**config.mk**
```make
export PLATFORM = sky130hd
export DESIGN_NAME = mem_lsu
export DESIGN_NICKNAME = d
export VERILOG_FILES = /design/src/rtl/lsu_pkg.sv /design/src/rtl/lsu_align.sv /design/src/rtl/mem_lsu.sv
export SDC_FILE = /design/constraint.sdc
export NUM_CORES = 1
export LEC_CHECK = 0
export BUFFER_PORTS_ARGS = -buffer_cell sky130_fd_sc_hd__buf_4
export CORE_MARGIN = 1
export CORE_UTILIZATION = 40
export CTS_CLUSTER_SIZE = 28
export DETAILED_ROUTE_END_ITERATION = 8
export PLACE_DENSITY = 0.78
export SLEW_MARGIN = 30
export SYNTH_ARGS = -nofsm -noshare
export SYNTH_HDL_FRONTEND = slang
export SYNTH_SLANG_ARGS = --single-unit
```
**constraint.sdc**
```tcl
create_clock -name clk -period 3.3 [get_ports clk]
set_input_delay 0.66 -clock clk [delete_from_list [all_inputs] [get_ports clk]]
set_output_delay 0.66 -clock clk [all_outputs]
set_load 0.01 [all_outputs]
```
**src/rtl/lsu_pkg.sv**
```systemverilog
// Shared types and constants for the MEM-stage load/store unit.
package lsu_pkg;

  typedef enum logic [1:0] {
    IDLE     = 2'd0,
    REQ      = 2'd1,
    WAIT_RSP = 2'd2,
    DONE     = 2'd3
  } lsu_state_e;

  localparam logic [2:0] F3_B  = 3'b000;
  localparam logic [2:0] F3_H  = 3'b001;
  localparam logic [2:0] F3_W  = 3'b010;
  localparam logic [2:0] F3_BU = 3'b100;
  localparam logic [2:0] F3_HU = 3'b101;

  localparam logic [1:0] RESULTSRC_LOAD = 2'b01;

endpackage

```
**src/rtl/lsu_align.sv**
```systemverilog
// Combinational lane logic: byte enables, store replication, misalignment and load extension.
module lsu_align
  import lsu_pkg::*;
(
  input  logic [2:0]  st_funct3_i,
  input  logic [1:0]  st_addr_lo_i,
  input  logic [31:0] st_wdata_i,
  input  logic [2:0]  ld_funct3_i,
  input  logic [1:0]  ld_addr_lo_i,
  input  logic [31:0] ld_rdata_i,
  output logic [3:0]  be_o,
  output logic [31:0] wdata_o,
  output logic        misaligned_o,
  output logic [31:0] ld_data_o
);

  logic [31:0] ld_shifted;

  // Move the addressed lane down to bit 0 before extension.
  assign ld_shifted = ld_rdata_i >> {ld_addr_lo_i, 3'b000};

  always_comb begin
    be_o         = 4'b1111;
    wdata_o      = st_wdata_i;
    misaligned_o = 1'b0;
    case (st_funct3_i)
      F3_B, F3_BU: begin
        be_o    = 4'b0001 << st_addr_lo_i;
        wdata_o = {4{st_wdata_i[7:0]}};
      end
      F3_H, F3_HU: begin
        be_o         = 4'b0011 << st_addr_lo_i;
        wdata_o      = {2{st_wdata_i[15:0]}};
        misaligned_o = st_addr_lo_i[0];
      end
      default: misaligned_o = (st_addr_lo_i != 2'b00);
    endcase
  end

  always_comb begin
    ld_data_o = ld_shifted;
    case (ld_funct3_i)
      F3_B:    ld_data_o = {{24{ld_shifted[7]}}, ld_shifted[7:0]};
      F3_BU:   ld_data_o = {24'b0, ld_shifted[7:0]};
      F3_H:    ld_data_o = {{16{ld_shifted[15]}}, ld_shifted[15:0]};
      F3_HU:   ld_data_o = {16'b0, ld_shifted[15:0]};
      default: ld_data_o = ld_shifted;
    endcase
  end

endmodule

```
**src/rtl/mem_lsu.sv**
```systemverilog
// MEM-stage load/store unit: one valid/ready bus transaction per memory instruction.
// Optional watchdog enabled by defining MEM_LSU_TIMEOUT_EN (adds Timeout_out).
module mem_lsu
  import lsu_pkg::*;
#(
  parameter int ADDR_W         = 32,
  parameter int TIMEOUT_CYCLES = 255
) (
  input  logic              clk,
  input  logic              rst,
  input  logic [31:0]       ALUResult_in,
  input  logic [31:0]       WriteData_in,
  input  logic [2:0]        Funct3_in,
  input  logic [1:0]        ResultSrc_in,
  input  logic              MemWrite_in,
  output logic              req_valid,
  input  logic              req_ready,
  output logic              req_we,
  output logic [ADDR_W-1:0] req_addr,
  output logic [31:0]       req_wdata,
  output logic [3:0]        req_be,
  input  logic              rsp_valid,
  input  logic [31:0]       rsp_rdata,
  output logic [31:0]       ReadData_out,
  output logic              Stall_out,
  output logic              Misaligned_out,
`ifdef MEM_LSU_TIMEOUT_EN
  output logic              Timeout_out,
`endif
  output logic [1:0]        dbg_state_o
);

  if (TIMEOUT_CYCLES < 1 || TIMEOUT_CYCLES > 65535) begin : g_bad_timeout
    $error("mem_lsu: TIMEOUT_CYCLES must be in 1..65535");
  end

  // Bus handshake: a request transfers on a rising edge where req_valid and
  // req_ready are both high; req_* stay stable while req_valid waits on ready.
  // rsp_valid has no back-pressure and is only honoured in WAIT_RSP.

  lsu_state_e        state_q, state_d;
  logic              req_we_q;
  logic [ADDR_W-1:0] req_addr_q;
  logic [31:0]       req_wdata_q, rdata_q, ld_data;
  logic [3:0]        req_be_q, be_c;
  logic [31:0]       wdata_c;
  logic [2:0]        ld_f3_q;
  logic [1:0]        ld_lo_q;
  logic              mis_q, mis_c, access, start, tmo_hit, tmo_fire;

  assign access = MemWrite_in | (ResultSrc_in == RESULTSRC_LOAD);
  assign start  = (state_q == IDLE) && access && !mis_c;

  lsu_align u_align (
    .st_funct3_i  (Funct3_in),
    .st_addr_lo_i (ALUResult_in[1:0]),
    .st_wdata_i   (WriteData_in),
    .ld_funct3_i  (ld_f3_q),
    .ld_addr_lo_i (ld_lo_q),
    .ld_rdata_i   (rsp_rdata),
    .be_o         (be_c),
    .wdata_o      (wdata_c),
    .misaligned_o (mis_c),
    .ld_data_o    (ld_data)
  );

`ifdef MEM_LSU_TIMEOUT_EN
  logic [15:0] cnt_q;

  // cnt_q counts completed cycles in the current state, so the limit is
  // reached during the TIMEOUT_CYCLES-th cycle spent waiting.
  assign tmo_hit = ((state_q == REQ) || (state_q == WAIT_RSP)) &&
                   (cnt_q == 16'(TIMEOUT_CYCLES - 1));

  always_ff @(posedge clk or negedge rst) begin
    if (!rst) begin
      cnt_q <= '0;
    end else if ((state_d != state_q) || !((state_q == REQ) || (state_q == WAIT_RSP))) begin
      cnt_q <= '0;
    end else begin
      cnt_q <= cnt_q + 16'd1;
    end
  end

  assign Timeout_out = tmo_fire;
`else
  assign tmo_hit = 1'b0;
`endif

  always_comb begin
    state_d   = state_q;
    Stall_out = 1'b0;
    tmo_fire  = 1'b0;
    case (state_q)
      IDLE: begin
        if (start) begin
          state_d   = REQ;
          Stall_out = 1'b1;
        end
      end
      REQ: begin
        Stall_out = 1'b1;
        if (req_ready) begin
          state_d = req_we_q ? DONE : WAIT_RSP;
        end else if (tmo_hit) begin
          state_d  = DONE;
          tmo_fire = 1'b1;
        end
      end
      WAIT_RSP: begin
        Stall_out = 1'b1;
        if (rsp_valid) begin
          state_d = DONE;
        end else if (tmo_hit) begin
          state_d  = DONE;
          tmo_fire = 1'b1;
        end
      end
      default: state_d = IDLE;
    endcase
  end

  always_ff @(posedge clk or negedge rst) begin
    if (!rst) begin
      state_q     <= IDLE;
      req_we_q    <= 1'b0;
      req_addr_q  <= '0;
      req_wdata_q <= '0;
      req_be_q    <= '0;
      ld_f3_q     <= F3_W;
      ld_lo_q     <= '0;
      rdata_q     <= '0;
      mis_q       <= 1'b0;
    end else begin
      state_q <= state_d;
      mis_q   <= (state_q == IDLE) && access && mis_c;
      if (start) begin
        req_we_q    <= MemWrite_in;
        req_addr_q  <= {ALUResult_in[ADDR_W-1:2], 2'b00};
        req_wdata_q <= wdata_c;
        req_be_q    <= be_c;
        ld_f3_q     <= Funct3_in;
        ld_lo_q     <= ALUResult_in[1:0];
      end
      if (tmo_fire) begin
        rdata_q <= '0;
      end else if ((state_q == WAIT_RSP) && rsp_valid) begin
        rdata_q <= ld_data;
      end
    end
  end

  assign req_valid      = (state_q == REQ);
  assign req_we         = req_we_q;
  assign req_addr       = req_addr_q;
  assign req_wdata      = req_wdata_q;
  assign req_be         = req_be_q;
  assign ReadData_out   = rdata_q;
  assign Misaligned_out = mis_q;
  assign dbg_state_o    = state_q;

endmodule

```
# Word-level counts from Yosys, hierarchy flattened
# Cells that the tools add are included.
# classes
n_eq_ne	12
n_shift	3
n_mux	11
bitwise_logic	1
reduce_logical	13
# op_table
operator	count
$pmux 32 s4	1
$pmux 32 s2	1
$shr 32x5->32	1
$eq 3x3->1 const B	4
$pmux 4 s2	1
$eq 3x1->1 const B	2
$logic_not 3->1	2
$mux 2	3
$pmux 2 s3	1
$reduce_or 2->1	3
$eq 2x1->1 const B	2
$logic_and 1x1->1	4
$ne 2x2->1 const B	2
$pmux 1 s2	2
$shl 1x2->4 const A	1
$shl 2x2->4 const A	1
$reduce_and 3->1	1
$eq 2x2->1 const B	1
$logic_not 2->1	1
$mux 1	2
$ne 2x1->1 const B	1
$reduce_bool 2->1	1
$logic_not 1->1	1
$or 1x1->1	1
# totals
regBits	107
in_bits	106
output_inout_bits	106
elab_cells	49

# Longest topological paths before layout
# Gate-level depths: netlist of the first run.
# depth
ltp_word	7
depth_mapped	8
ltp_nobuf	6

# Hierarchy
# Synthesis of the first run repeated with hierarchy kept, for this count alone.
# hier_totals
hier_cells	418
area_unflattened_um2	5610.4
# modules_own_cells
mod	n_inst	cells_per_inst	area_per_inst_um2	seq_area_each_um2
mem_lsu	1	247	4443.0	2678.8
lsu_align	1	171	1167.4	0.0

# Least setup slack after synthesis of the first run
# No wires, ideal clock.
# synth_timing
path_kind	input to output
from	input port ALUResult_in[0]
to	output port Stall_out
arrival_ns	1.661
required_ns	2.640
path_slack_ns	0.979
path_stages	6
n_path_buf	3
path_cell_list	buf_6 > o21ai_4 > o2111ai_2 > buf_6 > clkbuf_1 > a21oi_1
# synth_between
elab_chain_len	6
# synth_lines
item	line_no	source
from (decl)	mem_lsu.sv:11	input logic [31:0] ALUResult_in,
$reduce_bool 2->1	lsu_align.sv:36	default: misaligned_o = (st_addr_lo_i != 2'b00);
$pmux 1 s2 (*)	lsu_align.sv:26	case (st_funct3_i)
$logic_not 1->1 (*)	mem_lsu.sv:52	assign start = (state_q == IDLE) && access && !mis_c;
$logic_and 1x1->1 (*)	mem_lsu.sv:52	
$mux 1 (*)	mem_lsu.sv:96	if (start) begin
$pmux 1 s2 (*)	mem_lsu.sv:94	case (state_q)
to (decl)	mem_lsu.sv:25	output logic Stall_out,
# Mark *: on every way between the ends. The rest lies on a longest branch, timed or not.

# Worst setup path after layout of the first run
# layout_timing
from	register state_q[1] (netlist: dbg_state_o[1])
to	output port Stall_out
# layout_between
elab_chain_len	5
elab_cells_between_ends	8
classes_between	eq/ne (2); mux (2); reduce/logical (4)
# layout_lines
item	line_no	source
from (decl)	mem_lsu.sv:41	lsu_state_e state_q, state_d;
from (signal assigned)	mem_lsu.sv:135	state_q <= state_d;
$logic_not 2->1	mem_lsu.sv:52, mem_lsu.sv:94	
$logic_and 1x1->1 (2 in a row)	mem_lsu.sv:52	
$mux 1	mem_lsu.sv:96	
$pmux 1 s2 (*)	mem_lsu.sv:94	
# Marks and branches as above.

==> results of run 1 <==
through the flow:
step	hold slack (ps)	cell area [um^2]
5_1_grt	350.2	7066
3_3_place_gp	463.1	6745
3_5_place_dp	471.1	6745
2_1_floorplan	364.4	5064
6_report	295.5	7066
4_1_cts	462.6	7062
worst max-delay path by stage:
stage                                end            start  cells past startpoint
final                          Stall_out   dbg_state_o[1]                      5
after global routing           Stall_out   dbg_state_o[1]                      5
after CTS                      Stall_out   dbg_state_o[1]                      5
after detailed placement  dbg_state_o[0]  ResultSrc_in[1]                      5
after global placement         Stall_out  ResultSrc_in[1]                      5
after floorplan                Stall_out  ALUResult_in[0]                      6
worst max-delay path, delay by kind of cell, from the launching register on:
family / cells / cell delay (ps)
compound gates: 2 / 580
flops: 1 / 420
fa+ha+maj: 1 / 300
buf+inv: 2 / 260
registers in the layout, indices dropped and copies added (netlist names):
signal	flops
req_wdata	32
ReadData_out	32
ld_f3_q	3
Misaligned_out	1
req_be	4
req_addr	30
req_we	1
ld_lo_q	2
dbg_state_o	2
power by group:
part | switching, mW | total [mW] | internal, mW
registers | 0.472 | 2.44 | 1.97
logic | 1.44 | 3.08 | 1.64
clock network | 0.492 | 1.16 | 0.669
cell type report:
cell class / count / area (um^2)
tap: 168 / 210.2
clock buffer: 10 / 229.0
timing repair buffer: 214 / 1635
clock inverter: 6 / 87.58
inverter: 8 / 30.03
multi-input combinational: 300 / 2195
fill: 1065 / 5096
sequential: 107 / 2679
kinds of logic (layout without fill, tap and decap cells):
logic type      after synthesis  count (layout)  share of synthesized area [%]
other cells                   1               2                        0.07411
mux                          91              91                          19.21
compound gates              105             105                          13.72
xor+xnor                      1               1                         0.1731
buf+inv                      43             238                          3.981
flops                       107             107                          52.94
fa+ha+maj                     4               4                         0.9892
simple gates                 97              97                          8.902
layer usage:
layer | track usage (%) | vias to the layer above
met2 | 35.03 | 185
met1 | 26.40 | 2043
met4 | 9.091 | 0
li1 | - | 1958
met5 | 0 | -
met3 | 6.194 | 26
cells in the final DEF (no fill, tap or decap), types with 2 or more instances in the layout:
cell type,netlist,routed
bufinv_16,0,2
mux2i_1,42,42
nor2b_1,9,9
dfrtp_1,106,106
nand3_1,2,2
conb_1,1,2
a211oi_1,10,10
a21oi_1,25,25
inv_1,8,8
clkbuf_16,0,9
ha_1,4,4
nand2_1,36,36
o22a_1,16,16
buf_12,0,2
buf_4,3,211
inv_6,0,2
clkinv_2,0,2
or2_2,3,3
o21ai_0,34,34
o21a_1,2,2
mux2_2,48,48
nor2_1,28,28
o2bb2ai_1,7,7
and2_1,10,10
nand2b_1,2,2
==> flow_metrics.env, run 1 <==
export IMPL_outcome="completed"
export IMPL_setup_tns_ps=0
export IMPL_crit_arrival_ps=1910
export IMPL_dieArea_mm2=0.01310
export IMPL_reg2reg_depth=4
export IMPL_yosysTopAreaCell="dfrtp_1"
export IMPL_num_vias=4212
export IMPL_m1WireLength_um=5613
export IMPL_ir_drop_uv=517.2
export IMPL_grt_setup_unrepaired="no"
export IMPL_tightest_slew_ps=890.3
export IMPL_total_power_mw=6.684
export IMPL_worstPathRequired_ps=2640
export IMPL_fmaxAchievable_mhz=389.5
export IMPL_ys_top_cells_by_area="dfrtp_1, mux2_2, mux2i_1, o21ai_0, o22a_1"
export IMPL_fin_nets=750
export IMPL_drive_above_1_share_pct=44.34
export IMPL_crit_path_max_incr_delay_ps=420
export IMPL_postSynthAreaPerCell_um2=11.27
export IMPL_finalCriticalPeriod_ps=2568
export IMPL_hold_violations=0
export IMPL_ys_ff_latch=107
export IMPL_layout_setup_ws_ps=732.4
export IMPL_clk_pin_slew_ps=70
export IMPL_p_per_area_mw_per_mm2=946.0
export IMPL_pre_cts_ws_ps=865.9
export IMPL_finalWirelength_um=13870
export IMPL_drt_pass1_iter_count=4
export IMPL_first_iter_violations=159
export IMPL_cp_max_fo=13
export IMPL_worst_hold_path_type="primary input to async pin"
export IMPL_r2r_end="ReadData_out[29]"
export IMPL_die_y_um=114.5
export IMPL_cap_violations=0
export IMPL_met2WireLength_um=6755
export IMPL_synth_area_mm2=0.005060
export IMPL_top_layer_used="met4"
export IMPL_detail_route_antenna_nets=0
export IMPL_p_leak_nw=3.409
export IMPL_cts_hold_buf=0
export IMPL_final_util_pct=58.10
export IMPL_die_w_um=114.5
export IMPL_core_area_mm2=0.01216
export IMPL_diodes=0
export IMPL_yosys_warnings=0
export IMPL_drcViolationCount=0
export IMPL_placed_cells=797
export IMPL_cts_resized=0
export IMPL_tritoncts="yes"
export IMPL_clkLatencyLatePin_ps=350
export IMPL_grt_max_degree=82
export IMPL_min_period_over_period_pct=77.80
export IMPL_r2r_start="ld_lo_q[1]"
export IMPL_finClkSkew_ps=5.916
export IMPL_criticalPathCategory="flip-flop to output port"
export IMPL_ys_types=45
export IMPL_route_met3_wl_um=1146
export IMPL_synth_top_cell_area_share_pct=52.42
export IMPL_area_growth_pct=39.64
export IMPL_fp_row_count=40
export IMPL_grt_pass1_wl_um=21510
export IMPL_slew_headroom_pct=40.65
export IMPL_gp_congestion=0.8928
export IMPL_ios=212
export IMPL_grt_overflow_total=0
export IMPL_startpoint_type="flip-flop"
export IMPL_grt_pass1_vias=4270
export IMPL_port_buffers=209
export IMPL_finalNonFillerCells=813
export IMPL_antenna_found_initial=0
export IMPL_synth_top_flop_cell="dfrtp_1"
export IMPL_drv_slew=0
export IMPL_regToRegSetupSlack_ps=970
export IMPL_initial_core_util_pct=41.60
export IMPL_synth_enable_flop_cells=0
export IMPL_cts_made_buffers=9
export IMPL_routedWlPerCell_um=17.06
export IMPL_path_cells="inv_1 -> ha_1 -> o2111ai_4 -> a21oi_1 -> buf_4"
export IMPL_h_tree_depth=3
export IMPL_grtUsageTotal_pct=21.38
export IMPL_setup_viol=0
export IMPL_clk_path_buf_depth=2
export IMPL_cts_root_buf="clkbuf_16"
export IMPL_hpwl_um=10240
export IMPL_synthArstFlopShare_pct=100.0
export IMPL_yosysSeqAreaShare_pct=52.94
export IMPL_ys_top_cells_by_count="dfrtp_1, mux2_2, mux2i_1"
export IMPL_syn_inst=449
export IMPL_cp_end_kind="output port"
export IMPL_cp_slowest_cell="dfrtp_1"
export IMPL_vias_per_cell=5.181
export IMPL_postCtsSetupBuffers=0
export IMPL_cts_sinks=107
export IMPL_synth_most_common_cell="dfrtp_1"
Power figures use the tool's default switching activity.
==> run 2, diff against run 1 <==
ABC_AREA = 1   (was default)
PLACE_DENSITY = 0.8   (was 0.78)
clock period = 2.1 ns   (was 3.3 ns; I/O delays follow)
==> run 2 against run 1 <==
Net effect:
- global-route usage up 0.69 points
- sequential cell count unchanged
- highest routed layer unchanged
- non-clock buffer count is 12 higher
- count of clock-buffer cells in the layout grew 1
- critical path depth up 4
- sequential share of layout area shrank 1.2 points
- critical endpoint unchanged
- synthesized cell count is 56% higher
- clock power grew 50%
- final cell count grew 32%
- sequential power rose by 52%
- routed wire length rose by 7.8%
==> flow_metrics.env, run 2 <==
export IMPL_yosys_warnings=0
export IMPL_cap_violations=0
export IMPL_total_power_mw=10.53
export IMPL_drv_slew=0
export IMPL_drt_pass1_iter_count=5
export IMPL_ys_top_cells_by_area="dfrtp_1, nand2_1, nand3_1, o21ai_0, nor2_1"
export IMPL_setup_tns_ps=0
export IMPL_grt_overflow_total=0
export IMPL_die_y_um=117.1
export IMPL_routedWlPerCell_um=13.89
export IMPL_tritoncts="yes"
export IMPL_slew_headroom_pct=60.80
export IMPL_crit_arrival_ps=1610
export IMPL_synthArstFlopShare_pct=100.0
export IMPL_synth_top_flop_cell="dfrtp_1"
export IMPL_grt_max_degree=108
export IMPL_finalCriticalPeriod_ps=2027
export IMPL_min_period_over_period_pct=96.54
export IMPL_hpwl_um=10850
export IMPL_fmaxAchievable_mhz=493.2
export IMPL_p_leak_nw=4.054
export IMPL_final_seq_area_mm2=0.002680
export IMPL_cts_made_buffers=9
export IMPL_synth_top_cell_area_share_pct=50.04
export IMPL_synth_most_common_cell="nand2_1"
export IMPL_sequentialPowerShare_pct=35.3
export IMPL_cp_max_fo=4
export IMPL_num_vias=5180
export IMPL_p_per_area_mw_per_mm2=1444
export IMPL_postSynthAreaPerCell_um2=7.552
export IMPL_setup_viol=0
export IMPL_area_growth_pct=37.60
export IMPL_power_internal_mw=6.411
export IMPL_worstPathRequired_ps=1680
export IMPL_detail_route_antenna_nets=0
export IMPL_clk_pin_slew_ps=70
export IMPL_tightest_slew_ps=588.0
export IMPL_yosysSeqAreaShare_pct=50.53
export IMPL_ys_types=28
export IMPL_diodes=0
export IMPL_mostFrequentLayoutCells="nand2_1, buf_4, dfrtp_1"
export IMPL_ios=212
export IMPL_cp_end_kind="output port"
export IMPL_final_common_cell="nand2_1"
export IMPL_setup_worst_path_start="dbg_state_o[1]"
export IMPL_clk_path_buf_depth=2
export IMPL_fin_nets=1011
export IMPL_cts_hold_buf=0
export IMPL_pwr_share_clk_pct=16.5
export IMPL_final_util_pct=57.11
export IMPL_drcViolationCount=0
export IMPL_syn_inst=702
export IMPL_ir_drop_uv=836.6
export IMPL_grt_pass1_vias=4833
export IMPL_antenna_found_initial=0
export IMPL_port_buffers=209
export IMPL_finClkSkew_ps=8.447
export IMPL_criticalPathCategory="flip-flop to output port"
export IMPL_num_fill_cells=1176
export IMPL_grt_setup_unrepaired="no"
export IMPL_vias_per_cell=4.814
export IMPL_grt_pass1_wl_um=23060
export IMPL_power_switching_mw=4.123
export IMPL_core_area_mm2=0.01277
export IMPL_grtUsageTotal_pct=22.07
export IMPL_yosysTopAreaCell="dfrtp_1"
export IMPL_startpoint_type="flip-flop"
export IMPL_ys_ff_latch=107
export IMPL_die_w_um=117.1
export IMPL_finalWirelength_um=14940
export IMPL_synth_area_mm2=0.005301
export IMPL_swShare_pct=39.14
export IMPL_fp_row_count=41
export IMPL_combinationalPowerShare_pct=48.2
export IMPL_initial_core_util_pct=41.50
export IMPL_clkLatencyLatePin_ps=350
export IMPL_multiInputGateArea_mm2=0.002212
export IMPL_synth_enable_flop_cells=0
export IMPL_hold_violations=0
export IMPL_gp_congestion=0.8838
export IMPL_finalNonFillerCells=1076
export IMPL_worst_hold_path_type="primary input to async pin"
export IMPL_h_tree_depth=3
export IMPL_cts_root_buf="clkbuf_16"
export IMPL_ys_top_cells_by_count="nand2_1, dfrtp_1, nand3_1"
export IMPL_outcome="completed"
export IMPL_r2r_start="ld_lo_q[1]"
export IMPL_dieArea_mm2=0.01372
export IMPL_drive_above_1_share_pct=29.98
export IMPL_placed_cells=1059
export IMPL_cts_sinks=107
export IMPL_first_iter_violations=432
==> run 2: cell count changes after synthesis, sizes merged, moves of 9 or more <==
cell    delta
inv       +39
clkbuf     -9
nor2b      -9
a211oi    -10
or2       +13
o22a      -16
nand3     +49
and2      -10
mux2      -49
buf       +13
nand2    +274
nor2      +17
mux2i     -42
==> run 2: layout make-up <==
class,instances,area share (%)
Clock inverter,3,0.6346
Sequential cell,107,36.74
Inverter,47,2.453
Clock buffer,11,3.465
Tap cell,172,2.950
Multi-Input combinational cell,510,30.33
Timing Repair Buffer,226,23.43
==> run 2: what timing repair did <==
action,CTS,global route
setup buffers,1,2
endpoints found under the setup margin,1,1
resized for setup,2,2
pin swaps,0,1
endpoints found under the hold margin,0,0
==> run 2: path summary, 6_finish.rpt <==
kind	endpoint	depth (start not counted)	slack (ps)
max	Stall_out	9	70
min	ReadData_out[14]	2	110
max reg2reg	ReadData_out[10]	7	350
min reg2reg	req_addr[11]	2	480
max in group asynchronous	dbg_state_o[1]	2	1510
min in group clk	req_addr[24]	3	260
==> run 2: metal layers <==
layer	track usage [%]	vias to the layer above	routed length (um)
met2	36.13	210	6944
met1	27.67	2375	6488
li1	-	2576	-
met3	6.179	19	1282
met4	8.861	0	229
met5	0	-	0
==> run 2: logic make-up (layout without fill, tap and decap cells) <==
kind of cell | after synthesis | in the layout | share of synthesized area, %
simple gates | 425 | 425 | 32.62
flops | 107 | 107 | 50.53
buf+inv | 86 | 287 | 7.953
compound gates | 79 | 79 | 7.883
fa+ha+maj | 4 | 4 | 0.9441
other cells | 1 | 2 | 0.07074
==> run 2: power by group through the flow <==
stage	combinational, mW	clock, mW	sequential [mW]
after global routing	5.69	1.85	3.84
after detailed placement	5.06	0	3.73
after floorplan	2.43	0	4.05
after global placement	4.93	0	3.73
after CTS	5.10	1.78	3.72
final	5.08	1.74	3.72
==> run 2: worst max-delay path: stages (launching register included) <==
cell and delay [ps]:
dfrtp_2 430, inv_1 80, ha_1 160, inv_2 60
nor2_4 110, nand2_4 80, inv_4 50, nor2_1 30
nor2_1 110, buf_4 140
==> run 2: metrics by stage <==
stage | hold WS [ps] | cell area (um^2) | worst slack (ps)
after floorplan | 124.4 | 5305 | 359.2
after global routing | 140.2 | 7295 | 19.47
after CTS | 161.4 | 7278 | 2.140
after global placement | 459.6 | 6964 | 322.5
after detailed placement | 469.0 | 6964 | 254.4
final | 111.8 | 7295 | 72.61
==> run 3, diff against run 2 <==
PLACE_DENSITY = 0.77   (was 0.8)
clock period = 2.01 ns   (was 2.1 ns; I/O delays follow)
==> run 3 against run 2 <==
Net effect:
- first-iteration DRC count shrank 27%
- final cell count grew 0.56%
- clock power grew 5%
- largest power group unchanged
==> flow_metrics.env, run 3 (same netlist as run 2, synthesis figures left out) <==
export IMPL_cpLargestDelayFamily="flip-flops"
export IMPL_cp_end_kind="output port"
export IMPL_clk_pin_slew_ps=70
export IMPL_final_common_cell="nand2_1"
export IMPL_cp_max_fo=4
export IMPL_port_buffers=209
export IMPL_fmaxAchievable_mhz=516.2
export IMPL_finalWirelength_um=15180
export IMPL_area_growth_pct=39.13
export IMPL_fin_nets=1016
export IMPL_detail_route_antenna_nets=0
export IMPL_die_w_um=117.1
export IMPL_grt_overflow_total=0
export IMPL_regToRegSetupSlack_ps=350
export IMPL_cap_violations=0
export IMPL_crit_path_max_incr_delay_ps=400
export IMPL_drcViolationCount=0
export IMPL_setup_viol=0
export IMPL_grt_pass1_vias=4816
export IMPL_cts_root_buf="clkbuf_16"
export IMPL_crit_arrival_ps=1540
export IMPL_routedWlPerCell_um=14.03
export IMPL_cts_made_buffers=9
export IMPL_grt_pass1_wl_um=23420
export IMPL_multiInputGateArea_mm2=0.002225
export IMPL_hpwl_um=11240
export IMPL_diodes=0
export IMPL_vias_per_cell=4.789
export IMPL_fp_row_count=41
export IMPL_cp_slowest_cell="dfrtp_1"
export IMPL_tightest_slew_ps=562.7
export IMPL_ios=212
export IMPL_h_tree_depth=3
export IMPL_cts_sinks=107
export IMPL_path_cells="inv_2 -> ha_4 -> inv_4 -> nor2_4 -> nand2_4 -> inv_4 -> nor2_1 -> nor2_1 -> buf_4"
export IMPL_criticalPathCategory="flip-flop to output port"
export IMPL_initial_core_util_pct=41.50
export IMPL_clk_path_buf_depth=2
export IMPL_mostFrequentLayoutCells="nand2_1, buf_4, dfrtp_1"
export IMPL_finClkSkew_ps=3.443
export IMPL_num_vias=5182
export IMPL_path_buf_inv=4
export IMPL_clkLatencyLatePin_ps=350
export IMPL_setup_tns_ps=0
export IMPL_placed_cells=1062
export IMPL_ir_drop_uv=821.3
export IMPL_outcome="completed"
export IMPL_finalCriticalPeriod_ps=1937
export IMPL_p_leak_nw=4.094
export IMPL_grt_max_degree=66
export IMPL_dieArea_mm2=0.01372
export IMPL_drv_slew=0
export IMPL_first_iter_violations=316
export IMPL_worstPathRequired_ps=1610
export IMPL_min_period_over_period_pct=96.37
export IMPL_hold_violations=0
export IMPL_startpoint_type="flip-flop"
export IMPL_core_area_mm2=0.01277
export IMPL_tritoncts="yes"
export IMPL_finalNonFillerCells=1082
export IMPL_worst_hold_path_type="primary input to flip-flop"
export IMPL_p_per_area_mw_per_mm2=1512
export IMPL_final_seq_area_mm2=0.002679
export IMPL_grtUsageTotal_pct=22.47
export IMPL_num_fill_cells=1186
export IMPL_antenna_found_initial=0
export IMPL_slew_headroom_pct=62.35
export IMPL_drt_pass1_iter_count=5
export IMPL_drive_above_1_share_pct=30.55
export IMPL_die_y_um=117.1
export IMPL_gp_congestion=0.9155
run 3: changes by cell type in the layout (fill, tap and decap cells not counted), moves of 2 or more:
cell,before,now
clkinv_2,0,2
buf_12,1,3
buf_4,225,227
inv_1,41,39
run 3: metal layers:
metal | wire length [um] | track usage (%) | vias to the layer above
met3 | 1358 | 7.312 | 24
met4 | 303 | 8.186 | 0
met2 | 7067 | 35.82 | 206
met5 | 0 | 0 | -
li1 | - | - | 2585
met1 | 6449 | 28.67 | 2367
run 3: what timing repair did:
item | CTS | global route
hold endpoints to repair | 9 | 0
setup endpoints to repair | 1 | 1
hold buffers | 1 | 0
pin swaps | 0 | 3
buffers inserted | 2 | 2
resized for setup | 2 | 6
run 3: power by group:
group | switching, mW | internal [mW] | total, mW
combinational | 2.95 | 2.55 | 5.50
clock | 0.796 | 1.03 | 1.82
sequential | 0.622 | 3.20 | 3.83
total | 4.37 | 6.79 | 11.2
run 3: cell type report:
cell class                 count  share of cell area (%)
clock buffer                  11                   3.427
clock inverter                 4                  0.6616
inverter                      47                   2.460
multi-input combinational    510                   30.16
sequential                   107                   36.32
tap                          172                   2.918
timing repair buffer         231                   24.05
run 3: tightest hold or removal path: stages:
cell and delay, ps:
buf_4 70, nand2_1 40, nand2_1 40
run 3: per-stage QoR:
step	total power [mW]	hold slack [ps]	util (%)	instance area, um^2	setup WS (ps)
final	11.15	238.1	57.74	7376	72.90
after CTS	11.13	228.0	57.51	7346	15.36
after global routing	12.05	239.2	57.74	7376	-27.34
after global placement	9.106	373.5	54.89	7012	226.6
after detailed placement	9.235	371.1	54.89	7012	165.5
after floorplan	6.766	106.4	-	5305	287.2
run 3: worst paths after layout:
check | start | end | depth (start not counted)
max in group asynchronous | rst | req_wdata[11] | 3
max reg2reg | dbg_state_o[1] | ReadData_out[20] | 8
min reg2reg | req_wdata[21] | req_wdata[21] | 2
min | ALUResult_in[16] | req_addr[16] | 3
max | dbg_state_o[0] | Stall_out | 9
min in group asynchronous | rst | ReadData_out[3] | 2
